--- config.mk ---
export PLATFORM = sky130hd
export DESIGN_NAME = hc595_ctrl
export DESIGN_NICKNAME = d
export VERILOG_FILES = /design/src/rtl/hc595_ctrl.sv
export SDC_FILE = /design/constraint.sdc
export NUM_CORES = 1
export LEC_CHECK = 0
export ABC_CLOCK_PERIOD_IN_PS = 2100
export CORE_UTILIZATION = 51
export CTS_CLUSTER_SIZE = 28
export DETAILED_ROUTE_END_ITERATION = 6
export PLACE_DENSITY = 0.75
export SYNTH_ARGS = -nofsm -noshare
export SYNTH_HDL_FRONTEND = slang
export SYNTH_SLANG_ARGS = --single-unit
export TNS_END_PERCENT = 10
--- constraint.sdc ---
create_clock -name sys_clk -period 2.1 [get_ports sys_clk]
set_input_delay 0.21 -clock sys_clk [delete_from_list [all_inputs] [get_ports sys_clk]]
set_output_delay 0.21 -clock sys_clk [all_outputs]
set_load 0.02 [all_outputs]
--- src/rtl/hc595_ctrl.sv ---
`timescale 1ns/1ps
`default_nettype none
// ============================================================================
// Module   : hc595_ctrl
// Purpose  : Serialises one display frame {sel[5:0], seg[7:0]} MSB first into
//            two cascaded 74HC595 shift registers, then pulses the storage
//            clock so the new frame appears on the tube in one step.
//            A one-deep, latest-wins pending buffer lets producers issue start
//            at any rate without ever tearing a frame in flight.
// Revision : 1.0 - initial release
// ----------------------------------------------------------------------------
// Ports
//   sys_clk    in   1  system clock
//   sys_rst_n  in   1  asynchronous active-low reset
//   sel        in   6  digit select (1 = digit on), sampled on accepted start
//   seg        in   8  segment code (active low, bit 7 = dp)
//   start      in   1  one-cycle frame request
//   busy       out  1  high while a frame is shifting or latching
//   done       out  1  one-cycle pulse when a frame reaches the 595 outputs
//   ds         out  1  595 serial data
//   shcp       out  1  595 shift clock
//   stcp       out  1  595 storage clock
//   oe         out  1  595 output enable (active low), 0 after first frame
// Parameters
//   DIV        sys_clk cycles per serial bit (even, >= 2)
//   LATCH_CYC  sys_clk cycles spent latching (>= 2)
// ============================================================================
module hc595_ctrl #(
  parameter int DIV       = 4,
  parameter int LATCH_CYC = 4
) (
  input  logic       sys_clk,
  input  logic       sys_rst_n,
  input  logic [5:0] sel,
  input  logic [7:0] seg,
  input  logic       start,
  output logic       busy,
  output logic       done,
  output logic       ds,
  output logic       shcp,
  output logic       stcp,
  output logic       oe
);

  localparam int PH_W = $clog2(DIV);
  localparam int LC_W = $clog2(LATCH_CYC);

  localparam logic [PH_W-1:0] PH_LAST   = PH_W'(DIV - 1);
  localparam logic [PH_W-1:0] PH_HALF   = PH_W'(DIV / 2);
  localparam logic [LC_W-1:0] LC_LAST   = LC_W'(LATCH_CYC - 1);
  localparam logic [LC_W-1:0] LC_HALF   = LC_W'(LATCH_CYC / 2);
  localparam logic [3:0]      BIT_FIRST = 4'd13;

  typedef enum logic [1:0] {
    IDLE  = 2'd0,
    SHIFT = 2'd1,
    LATCH = 2'd2
  } state_t;

  // --------------------------------------------------------------------------
  // State and datapath registers
  // --------------------------------------------------------------------------
  state_t            state,     state_nxt;
  logic [PH_W-1:0]   phase,     phase_nxt;
  logic [3:0]        bit_idx,   bit_nxt;
  logic [LC_W-1:0]   lcnt,      lcnt_nxt;
  logic [13:0]       word,      word_nxt;
  logic              pend,      pend_nxt;
  logic [13:0]       pend_word, pend_word_nxt;

  logic              done_nxt;
  logic              busy_nxt;
  logic              ds_nxt;
  logic              shcp_nxt;
  logic              stcp_nxt;
  logic              oe_nxt;

  logic [13:0]       frame_in;

  assign frame_in = {sel, seg};

  // --------------------------------------------------------------------------
  // Next-state logic
  // --------------------------------------------------------------------------
  always_comb begin
    state_nxt     = state;
    phase_nxt     = phase;
    bit_nxt       = bit_idx;
    lcnt_nxt      = lcnt;
    word_nxt      = word;
    pend_nxt      = pend;
    pend_word_nxt = pend_word;
    done_nxt      = 1'b0;

    unique case (state)
      IDLE: begin
        if (start) begin
          word_nxt  = frame_in;
          state_nxt = SHIFT;
          bit_nxt   = BIT_FIRST;
          phase_nxt = '0;
        end
      end

      SHIFT: begin
        // Any start while busy lands in the pending slot; the frame being
        // shifted is never touched.
        if (start) begin
          pend_word_nxt = frame_in;
          pend_nxt      = 1'b1;
        end
        if (phase == PH_LAST) begin
          phase_nxt = '0;
          if (bit_idx == 4'd0) begin
            state_nxt = LATCH;
            lcnt_nxt  = '0;
          end else begin
            bit_nxt = bit_idx - 4'd1;
          end
        end else begin
          phase_nxt = phase + 1'b1;
        end
      end

      LATCH: begin
        if (lcnt == LC_LAST) begin
          done_nxt = 1'b1;
          lcnt_nxt = '0;
          if (pend) begin
            // Drain the pending frame; a start on this very edge refills
            // the slot so it is never lost.
            word_nxt  = pend_word;
            state_nxt = SHIFT;
            bit_nxt   = BIT_FIRST;
            phase_nxt = '0;
            pend_nxt  = start;
            if (start) begin
              pend_word_nxt = frame_in;
            end
          end else if (start) begin
            // Nothing pending: take the new frame straight away so busy
            // stays high without a gap.
            word_nxt  = frame_in;
            state_nxt = SHIFT;
            bit_nxt   = BIT_FIRST;
            phase_nxt = '0;
          end else begin
            state_nxt = IDLE;
          end
        end else begin
          lcnt_nxt = lcnt + 1'b1;
          if (start) begin
            pend_word_nxt = frame_in;
            pend_nxt      = 1'b1;
          end
        end
      end

      default: begin
        state_nxt = IDLE;
      end
    endcase
  end

  // --------------------------------------------------------------------------
  // Output next values are decoded from the next state so that every pin is
  // a plain flop output: no decode glitches reach the 595s and the pins are
  // valid in the same cycle the FSM enters the matching state.
  // --------------------------------------------------------------------------
  always_comb begin
    ds_nxt   = ds;
    shcp_nxt = 1'b0;
    stcp_nxt = 1'b0;
    busy_nxt = (state_nxt != IDLE);
    oe_nxt   = done_nxt ? 1'b0 : oe;

    if (state_nxt == SHIFT) begin
      ds_nxt   = word_nxt[bit_nxt];
      shcp_nxt = (phase_nxt >= PH_HALF);
    end
    if (state_nxt == LATCH) begin
      stcp_nxt = (lcnt_nxt >= LC_HALF);
    end
  end

  // --------------------------------------------------------------------------
  // Registers
  // --------------------------------------------------------------------------
  always_ff @(posedge sys_clk or negedge sys_rst_n) begin
    if (!sys_rst_n) begin
      state     <= IDLE;
      phase     <= '0;
      bit_idx   <= '0;
      lcnt      <= '0;
      word      <= '0;
      pend      <= 1'b0;
      pend_word <= '0;
      busy      <= 1'b0;
      done      <= 1'b0;
      ds        <= 1'b0;
      shcp      <= 1'b0;
      stcp      <= 1'b0;
      oe        <= 1'b1;
    end else begin
      state     <= state_nxt;
      phase     <= phase_nxt;
      bit_idx   <= bit_nxt;
      lcnt      <= lcnt_nxt;
      word      <= word_nxt;
      pend      <= pend_nxt;
      pend_word <= pend_word_nxt;
      busy      <= busy_nxt;
      done      <= done_nxt;
      ds        <= ds_nxt;
      shcp      <= shcp_nxt;
      stcp      <= stcp_nxt;
      oe        <= oe_nxt;
    end
  end

endmodule
`default_nettype wire

# Yosys cells after proc, flatten, opt, wreduce, memory -nomap -nowiden
# Index checks and enable logic that the tools add are counted.
# totals
reg_bits	45
# op_classes
n_addsub	3
n_lt_le_gt_ge	3
eq_ne	7
mux	40
n_reduce_logical	5
# ops
op	n
$mux W14	6
$pmux W14 S2	2
$mux W2	11
$mux W4	5
$pmux W2 S3	2
$pmux W4 S3	1
$mux W1	10
$eq A2 B2 Y1 const B	4
$lt A4 B5 Y1 const B	1
$add A2 B1 Y2 const B	2
$bmux W1 S4	1
$eq A2 B1 Y1 const B	2
$ge A2 B2 Y1 const B	2
$logic_not A4 Y1	1
$pmux W2 S2	1
$reduce_bool A2 Y1	2
$sub A4 B1 Y4 const B	1
$ne A3 B3 Y1 const B	1
$logic_not A2 Y1	1
$pmux W1 S2	1
$reduce_and A2 Y1	1

# Depth between registers and ports, before layout
# Gate-level depths: netlist (run 1).
# logic_depth
word_depth	6
mapped_depth	11

# Worst setup path before layout (run 1)
# Ideal clock, no wire load.
# synth_timing
path_type	register to register
start	register bit_idx[0]
end	register ds
setup_ns	0.120
arrival_ns	2.217
required_ns	1.980
path_slack_ns	-0.238
path_stages_with_launch	11
n_path_buf	1
period_less_slack_ns	2.338
path_cell_list	dfrtp_1 > inv_1 > ha_1 > or3b_4 > and2_4 > o311ai_2 > buf_6 > nand3_2 > a311oi_1 > nand4_1 > o211a_1
# synth_between
elab_chain_cells	6
word_cells_on_any_way	14
classes_between	1 x add/sub; 1 x eq/ne; 11 x mux; 1 x reduce/logical
# synth_rtl
element	line_no	rtl
start: declaration	65	logic [3:0] bit_idx, bit_nxt;
start signal: assignment	207	bit_idx <= bit_nxt;
$sub A4 B1 Y4, or another cell as far along	118	bit_nxt = bit_idx - 4'd1;
$mux W4 (on tied branches)	114, 129	
$mux W4 (on tied branches)	112, 126	
$pmux W4 S3 (*)	95	unique case (state)
named net bit_nxt[0]	65	
$bmux W1 S4 (*)	178	ds_nxt = word_nxt[bit_nxt];
$mux W1 (not written as such) (*)	178	
end signal: assignment	214	ds <= ds_nxt;
end: declaration	39	output logic ds,
# The timed path passes the listed nets; every way through them passes the cells marked *. The select of a mux whose other input is x is not followed.
# A chain may end at the register's enable or synchronous reset.

# Worst setup path after layout (run 1)
# layout_timing
start	register state[1]
end	register ds
# layout_between
elab_chain_cells	4
word_cells_on_any_way	13
classes_between	3 x eq/ne; 9 x mux; 1 x reduce/logical
# layout_rtl
element	line_no	rtl
start: declaration	63	state_t state, state_nxt;
start signal: assignment	205	state <= state_nxt;
$eq A2 B2 Y1, or another cell as far along	95	
$pmux W4 S3, or another cell as far along	95	
$bmux W1 S4 or $pmux W2 S3 (tied branches)	178, 95	
$mux W1 (not written as such) or $eq A2 B1 Y1 (tied branches)	178, 177	
# Several ways; a longest one is shown, not always the timed one. The select of a mux whose other input is x is not followed.

==> flow_summary.ini, run 1 <==
[placement]
dp_hpwl_microns = 3700
dp_slack_ns = -0.413
placed_area_sq_um = 2970
gp_congestion = 0.840
io_buffer_count = 22

[floorplan]
coreArea_sq_um = 4350
initial_core_util = 0.529
die_y_microns = 69.2
row_count = 24
die-area_sq_um = 4790
die_w_microns = 69.2
io_pins = 23

[critical_path]
cp_cell_sequence = buf_4 -> ha_2 -> or3_4 -> a32oi_2 -> o311ai_4 -> mux2_4 -> o311ai_4 -> o211a_1
rr_endpoint = ds
slowest_stage = dfrtp_2
worstPathMaxFanout = 4
crit_buf_inv = 1
worstSetupPathType = flop to flop
setup.worst_path.end_class = flop
r2r.worst_path.cells = 8
cp_num_cells = 8
cp_slowest_stage_delay_ns = 0.47
critical-path-top-delay-family = compound AO/OA/AOI/OAI gates
startpoint_type = flop
required_ns = 2.35
ff2ff_setup_slack_ns = -0.32
r2r-start = state[1]
critPathArrivalTime_ns = 2.66
path_common_cell = o311ai_4

[sta]
min_period_ns = 2.42
whs_ns = 0.392
fin_skew_ns = 0.00798
fin_crit_sh = 1.15
fmax_mhz = 414
worst_slack_ns = -0.317
setup_tns_ns = -0.317
drv_slew = 0
worstMarginPinSlew_ns = 0.667
setup_violations = 1
hold_viol_final = 0
relSlewSlack = 0.551
rsz0062_at_grt = true

[yosys]
syn_area_per_cell_sq_um = 11.3
ys_seq_area_frac = 0.490
ys_ff_latch = 45
async_flop_share = 1.00
synth_cells = 204
synth_commonest_cells = dfrtp_1 (44), mux2_2 (16), nand2_1 (15), inv_1 (14)
synth.most_common_cell = dfrtp_1
synth_area_leaders = dfrtp_1 (48%), mux2_2 (7.8%), ha_1 (3.8%)
synth.distinct_cells = 59
syn-num-nets = 228
yosysTopAreaCell = dfrtp_1
synth_edf_count = 0
synth_top_area_frac = 0.478
synthesis.area_sq_um = 2300
synth.yosys.warnings = 0
synth_ff_type = dfrtp_1

[finish]
fin_util = 0.758
diodes = 0
area_growth_pct = 43.4
fin_nets = 312
fill_cells = 274
fin_area_sq_um = 3300
drive_gt1_frac = 0.436

[power_and_ir_drop]
power_density_nw_per_um2 = 1520
p_leak_nw = 1.51
max-vdd-ir-drop_v = 0.000935

[global_routing]
antenna_found_initial = 0
grt_pass1_wl_microns = 9720
grt_max_degree = 46
grt_use_total = 0.258
grt_pass1_vias = 2069
grt.overflow.total = 0

[route]
wl_per_cell_microns = 16.7
wl_microns = 5680
drc = 1
ant_nets = 0
drt_iter0_markers = 124
vias_per_cell = 5.67
vias = 1935
firstDrtPassIters = 7

[clock_tree]
clk_latency_ns = 0.31
clock_path_buffers = 2
path_clk_slew_ns = 0.09
cts_buffers = 5
cts_root_buffer = clkbuf_8
cts_tree = done
clkSinkCount = 45
cts.htree.levels = 2

[run_status]
violations = DRC, setup timing
status = finished with violations

[min_path]
holdCritPathClass = input pin to asynchronous set/reset pin

[flow_run]
cap_violations = 0
how the worst max path moves through the flow:
stage                     startpoint  to  slack (ns)
after detailed placement       start  ds       -0.41
after CTS                   state[1]  ds       -0.29
after floorplan           bit_idx[0]  ds       -0.20
after global routing        state[0]  ds       -0.39
after global placement         start  ds       -0.37
final                       state[1]  ds       -0.32
cells by family (layout without fill, tap and decap cells):
| group | Yosys count | after routing | synth area share |
|---|---|---|---|
| AND/OR/NAND/NOR | 56 | 56 | 0.140 |
| adder cells (fa/ha/maj) | 7 | 7 | 0.0380 |
| buffers and inverters | 25 | 110 | 0.0533 |
| AO/OA/AOI/OAI | 53 | 53 | 0.191 |
| flip-flops | 45 | 45 | 0.490 |
| multiplexers | 18 | 18 | 0.0880 |
sequential cells by signal, indices dropped and copies added (netlist names):
signal     count
pend           1
lcnt           2
state          2
ds             1
bit_idx        4
word          14
done           1
busy           1
phase          2
shcp           1
pend_word     14
oe             1
stcp           1
worst register-to-register path: cells and delay by family, from the launching register on:
kind,cells,cell delay [ns]
AO/OA/AOI/OAI,4,0.87
adder cells (fa/ha/maj),1,0.18
buffers and inverters,1,0.16
flip-flops,1,0.47
multiplexers,1,0.34
AND/OR/NAND/NOR,1,0.34
placed cells by master, fill, tap and decap left out, drive strengths merged, types with 3 or more instances in the layout:
| master | n |
|---|---|
| a222oi | 6 |
| a211o | 3 |
| mux2 | 18 |
| a32oi | 5 |
| buf | 64 |
| dfrtp | 44 |
| nand3 | 7 |
| a31oi | 3 |
| o21ai | 7 |
| a22oi | 3 |
| ha | 7 |
| o2111ai | 3 |
| and2 | 6 |
| a21oi | 7 |
| clkdlybuf4s50 | 21 |
| nand2b | 4 |
| nor2b | 4 |
| inv | 16 |
| nor2 | 5 |
| clkbuf | 6 |
| nand2 | 17 |
report_power, final:
group | internal, mW | leakage [nW] | switching [mW]
clock network | 0.357 | 0.0554 | 0.304
registers | 1.25 | 0.545 | 0.202
logic | 1.58 | 0.911 | 1.31
total | 3.19 | 1.51 | 1.82
through the flow:
step,instances,power (mW)
finish,341,5.01
global route,341,5.33
CTS,339,4.89
detailed placement,321,3.91
global placement,321,3.81
floorplan,204,2.94
metal layers:
layer  up-vias  share of wire  global-route usage  wire length [microns]
met3        13          0.030              0.0465                    169
met5         -              0                   0                      0
met4         0          0.019               0.104                    110
met1       955           0.42               0.311                   2360
li1        927              -                   -                      -
met2        40           0.53               0.455                   3040
what timing repair did:
item	4_1_cts	5_1_grt
endpoints found under the hold margin	44	0
buffers inserted	9	2
setup endpoints to repair	1	5
resized for setup	20	8
pin swaps	15	10
hold buffers	1	0
final cells by class:
type	count	area (sq um)	share of cell area
Multi-Input combinational cell	134	1190	0.361
Sequential cell	45	1130	0.342
Timing Repair Buffer	86	742	0.225
Clock buffer	6	72.6	0.0220
Tap cell	52	65.1	0.0197
Inverter	16	62.6	0.0189
Clock inverter	2	38.8	0.0117
Power figures use the tool's default switching activity.
==> inputs of run 2 (changes only) <==
--- a/config.mk
+++ b/config.mk
@@ -5,7 +5,7 @@
 export SDC_FILE = /design/constraint.sdc
 export NUM_CORES = 1
 export LEC_CHECK = 0
-export ABC_CLOCK_PERIOD_IN_PS = 2100
+export ABC_CLOCK_PERIOD_IN_PS = 2200
 export CORE_UTILIZATION = 51
 export CTS_CLUSTER_SIZE = 28
 export DETAILED_ROUTE_END_ITERATION = 6
==> constraint.sdc (replaced) <==
create_clock -name sys_clk -period 2.2 [get_ports sys_clk]
set_input_delay 0.22 -clock sys_clk [delete_from_list [all_inputs] [get_ports sys_clk]]
set_output_delay 0.22 -clock sys_clk [all_outputs]
set_load 0.02 [all_outputs]
==> flow_summary.ini, run 2 (same netlist as run 1, synthesis figures left out) <==
[run_status]
status = finished with violations
violations = DRC, hold timing, setup timing

[route]
drc = 1
wl_per_cell_microns = 16.5
vias = 1917
wl_microns = 5500
drt_iter0_markers = 110
ant_nets = 0
firstDrtPassIters = 7
vias_per_cell = 5.74

[clock_tree]
clock_path_buffers = 2
cts_root_buffer = clkbuf_8
cts.htree.levels = 2
cts_tree = done
ctsHoldBuffers = 0
clk_latency_ns = 0.30
path_clk_slew_ns = 0.09
clkSinkCount = 45
cts_buffers = 5

[sta]
fin_skew_ns = 0.00501
relSlewSlack = 0.538
hold_viol_final = 35
min_period_ns = 2.45
worstMarginPinSlew_ns = 0.686
whs_ns = -0.0182
setup_violations = 1
fmax_mhz = 407
fin_crit_sh = 1.12
setup_tns_ns = -0.254
drv_slew = 0
rsz0062_at_grt = true
worst_slack_ns = -0.254

[critical_path]
setup.worst_path.end_class = flop
critPathArrivalTime_ns = 2.65
worstSetupPathType = flop to flop
worstPathMaxFanout = 3
required_ns = 2.40
startpoint_type = flop

[power_and_ir_drop]
power_mw = 4.55
pwr-share-seq = 0.302
switchingPower_mw = 1.71
comb_power_share = 0.585
power_density_nw_per_um2 = 1440
p_int_mw = 2.85
pwr-share-clk = 0.113
max-vdd-ir-drop_v = 0.000818
p_leak_nw = 1.44
swShare = 0.375

[floorplan]
io_pins = 23
initial_core_util = 0.529
die-area_sq_um = 4790
coreArea_sq_um = 4350
row_count = 24
die_w_microns = 69.2
die_y_microns = 69.2

[placement]
dp_slack_ns = -0.322
gp_congestion = 0.865
dp_cells = 319
io_buffer_count = 22
dp_hpwl_microns = 3750

[finish]
stdcell_count = 334
top_regs = pend_word x14, word x14, bit_idx x4
fin_nets = 305
fin_util = 0.727
area_growth_pct = 37.6
diodes = 0
final_common_cell = buf_4
drive_gt1_frac = 0.411
fill_cells = 301
final_cell_mix = buf_4 (54), dfrtp_1 (43), clkdlybuf4s50_1 (21), mux2_2 (16), nand2_1 (15)

[global_routing]
grt_max_degree = 46
grt.overflow.total = 0
antenna_found_initial = 0
grt_pass1_vias = 1923
grt_pass1_wl_microns = 8980
grt_use_total = 0.240

[flow_run]
cap_violations = 0

[min_path]
holdCritPathClass = input pin to asynchronous set/reset pin
-- run 2: through the flow --
step	hold WS, ns	area [sq um]
finish	-0.0182	3170
global route	0.0372	3170
CTS	0.00663	3110
detailed placement	0.332	2930
global placement	0.337	2930
floorplan	-0.0756	2340
-- run 2: worst paths after layout --
path,from,to,slack [ns],cells after the start
hold reg to reg,oe,oe,0.49,1
setup / recovery,bit_idx[1],ds,-0.25,10
setup reg to reg,bit_idx[1],ds,-0.25,10
hold / removal,sys_rst_n,busy,-0.02,2
max in group asynchronous,sys_rst_n,state[1],1.81,2
min in group sys_clk,oe,oe,0.49,1
-- run 2: layer usage --
metal	global-route usage	routed length, microns
met5	0	0
met1	0.294	2430
met3	0.0509	149
met4	0.125	148
met2	0.398	2770
-- run 2: power groups by stage --
| stage | clock network [mW] | logic, mW | registers, mW |
|---|---|---|---|
| 2_1_floorplan | 0 | 1.42 | 1.38 |
| 3_3_place_gp | 0 | 2.23 | 1.36 |
| 3_5_place_dp | 0 | 2.32 | 1.38 |
| 4_1_cts | 0.520 | 2.52 | 1.36 |
| 5_1_grt | 0.560 | 2.86 | 1.42 |
| 6_report | 0.514 | 2.66 | 1.38 |
-- run 2: area by class of cell --
class                      instances  area [sq um]  share of cell area
clock buffer                       6          72.6              0.0229
tap                               52          65.1              0.0205
timing repair buffer              79           654               0.207
multi-input combinational        134          1170               0.370
clock inverter                     2          15.0             0.00474
sequential                        45          1130               0.356
inverter                          16          60.1              0.0190
-- run 2: what timing repair did --
item                                    4_1_cts  5_1_grt
pin swaps                                     9        3
resized for setup                            12        7
buffers inserted                              5        2
endpoints found under the setup margin        1        1
-- run 2: worst max-delay path, stage by stage (launching register included) --
cell	delay, ns
dfrtp_1	0.40
inv_2	0.09
ha_4	0.14
or3b_4	0.38
buf_4	0.15
a32oi_2	0.23
o311ai_4	0.16
a211o_1	0.30
a311oi_1	0.27
nand4_1	0.12
o211a_1	0.13
==> inputs of run 3 (changes only) <==
--- a/config.mk
+++ b/config.mk
@@ -5,11 +5,12 @@
 export SDC_FILE = /design/constraint.sdc
 export NUM_CORES = 1
 export LEC_CHECK = 0
-export ABC_CLOCK_PERIOD_IN_PS = 2200
-export CORE_UTILIZATION = 51
+export ABC_CLOCK_PERIOD_IN_PS = 2800
+export CAP_MARGIN = 40
+export CORE_UTILIZATION = 55
 export CTS_CLUSTER_SIZE = 28
 export DETAILED_ROUTE_END_ITERATION = 6
-export PLACE_DENSITY = 0.75
+export PLACE_DENSITY = 0.77
 export SYNTH_ARGS = -nofsm -noshare
 export SYNTH_HDL_FRONTEND = slang
 export SYNTH_SLANG_ARGS = --single-unit
==> constraint.sdc (replaced) <==
create_clock -name sys_clk -period 2.8 [get_ports sys_clk]
set_input_delay 0.28 -clock sys_clk [delete_from_list [all_inputs] [get_ports sys_clk]]
set_output_delay 0.28 -clock sys_clk [all_outputs]
set_load 0.02 [all_outputs]
==> flow_summary.ini, run 3 (same netlist as run 1, synthesis figures left out) <==
[route]
drt_iter0_markers = 110
drc = 0
firstDrtPassIters = 4
ant_nets = 0
vias = 1741
wl_per_cell_microns = 18.2
wl_microns = 5130
vias_per_cell = 6.17

[run_status]
status = completed

[clock_tree]
clk_latency_ns = 0.30
cts_root_buffer = clkbuf_8
cts_buffers = 5
path_clk_slew_ns = 0.09
cts_tree = done
clock_path_buffers = 2
clkSinkCount = 45
cts.htree.levels = 2

[sta]
drv_slew = 0
min_period_ns = 2.73
fmax_mhz = 367
worstMarginPinSlew_ns = 0.551
hold_viol_final = 0
relSlewSlack = 0.632
setup_violations = 0
fin_skew_ns = 0.00774
setup_tns_ns = 0
fin_crit_sh = 0.974

[finish]
fin_area_sq_um = 2730
fin_nets = 255
regArea_sq_um = 1130
final_cell_mix = dfrtp_1 (44), clkdlybuf4s50_1 (21), mux2_2 (16), nand2_1 (15), inv_1 (13)
final_common_cell = dfrtp_1
area_growth_pct = 18.5
diodes = 0
top_regs = pend_word x14, word x14, bit_idx x4
multi_input_area_sq_um = 1080
fill_cells = 305
drive_gt1_frac = 0.228

[global_routing]
grt.overflow.total = 0
grt_use_total = 0.269
met1_usage = 0.325
antenna_found_initial = 0
grt_pass1_wl_microns = 8780
grt.busiest_layer = met2
grt_max_degree = 35
grt_pass1_vias = 1835
gr-usage-met2 = 0.456
use_met3 = 0.0394

[placement]
gp_congestion = 0.933
dp_hpwl_microns = 3630
placed_area_sq_um = 2570
io_buffer_count = 22

[critical_path]
cp_slowest_stage_delay_ns = 0.47
worstPathMaxFanout = 7
setup.worst_path.end_class = flop
cp_cell_sequence = inv_2 -> ha_2 -> or3b_4 -> and2_4 -> o311ai_4 -> mux2_1 -> o311ai_1 -> o211a_1
r2r-start = bit_idx[0]
crit_path_start = bit_idx[0]
critical-path-top-delay-family = compound AO/OA/AOI/OAI gates
startpoint_type = flop
required_ns = 3.04
worstSetupPathType = flop to flop
crit_buf_inv = 1
slowest_stage = o311ai_4
critPathArrivalTime_ns = 2.97

[power_and_ir_drop]
p_leak_nw = 1.21
power_density_nw_per_um2 = 1130
max-vdd-ir-drop_v = 0.000648

[floorplan]
coreArea_sq_um = 4000
die_w_microns = 66.7
die-area_sq_um = 4450
initial_core_util = 0.576
io_pins = 23
row_count = 23
die_y_microns = 66.7

[flow_run]
cap_violations = 0

[min_path]
holdCritPathClass = input pin to asynchronous set/reset pin
==> run 3: cell types whose count changed in the layout (fill, tap and decap cells not counted), sizes merged <==
cell / previous run / this run
clkinvlp: 2 / 0
bufinv: 0 / 1
clkinv: 0 / 1
buf: 58 / 7
dlygate4sd3: 0 / 1
==> run 3: per-layer routing <==
layer,up-vias,share of wire
met3,15,0.031
met5,-,0
met4,0,0.026
met2,49,0.51
met1,866,0.43
li1,811,-
==> run 3: cell type report <==
class / instances / area share
clock inverters: 2 / 0.0142
clock buffers: 6 / 0.0266
repair buffers: 29 / 0.104
well taps: 50 / 0.0229
flip-flops and latches: 45 / 0.413
multi-input cells: 134 / 0.397
inverters: 16 / 0.0220
==> run 3: per-stage QoR <==
step / cells / setup WS (ns) / hold slack, ns / util / power, mW
after floorplan: 204 / 0.462 / -0.0156 / - / 2.14
after global placement: 272 / 0.103 / 0.460 / 0.639 / 2.41
after detailed placement: 273 / -0.00685 / 0.181 / 0.644 / 2.51
after CTS: 282 / 0.0705 / 0.402 / 0.677 / 3.03
after global routing: 282 / -0.00235 / 0.422 / 0.682 / 3.29
final: 282 / 0.0726 / 0.391 / 0.682 / 3.09
==> run 3: worst reg2reg max path: cells and delay by family (launching register included) <==
kind / cells / cell delay [ns]
AOI/OAI and AO/OA: 3 / 0.89
adders and majority gates: 1 / 0.22
buffers and inverters: 1 / 0.12
DFF: 1 / 0.44
muxes: 1 / 0.40
and+or+nand+nor: 2 / 0.61
==> run 3: where the power goes <==
group | internal (mW) | switching (mW) | total (mW)
Clock | 0.268 | 0.228 | 0.496
Sequential | 0.936 | 0.179 | 1.11
Combinational | 0.688 | 0.787 | 1.48
==> run 3: repair_timing <==
item | CTS | global route
endpoints found under the hold margin | 11 | 0
resized for setup | 1 | 6
buffers inserted | 0 | 0
setup endpoints to repair | 1 | 1
hold buffers | 1 | 0
pin swaps | 0 | 1
==> run 3: path summary, 6_finish.rpt <==
path | end | slack, ns | cells past startpoint
max | ds | 0.07 | 8
min in group sys_clk | oe | 0.49 | 1
min | lcnt[0] | 0.39 | 2
min reg2reg | oe | 0.49 | 1
max in group asynchronous | oe | 1.89 | 3
max reg2reg | ds | 0.07 | 8
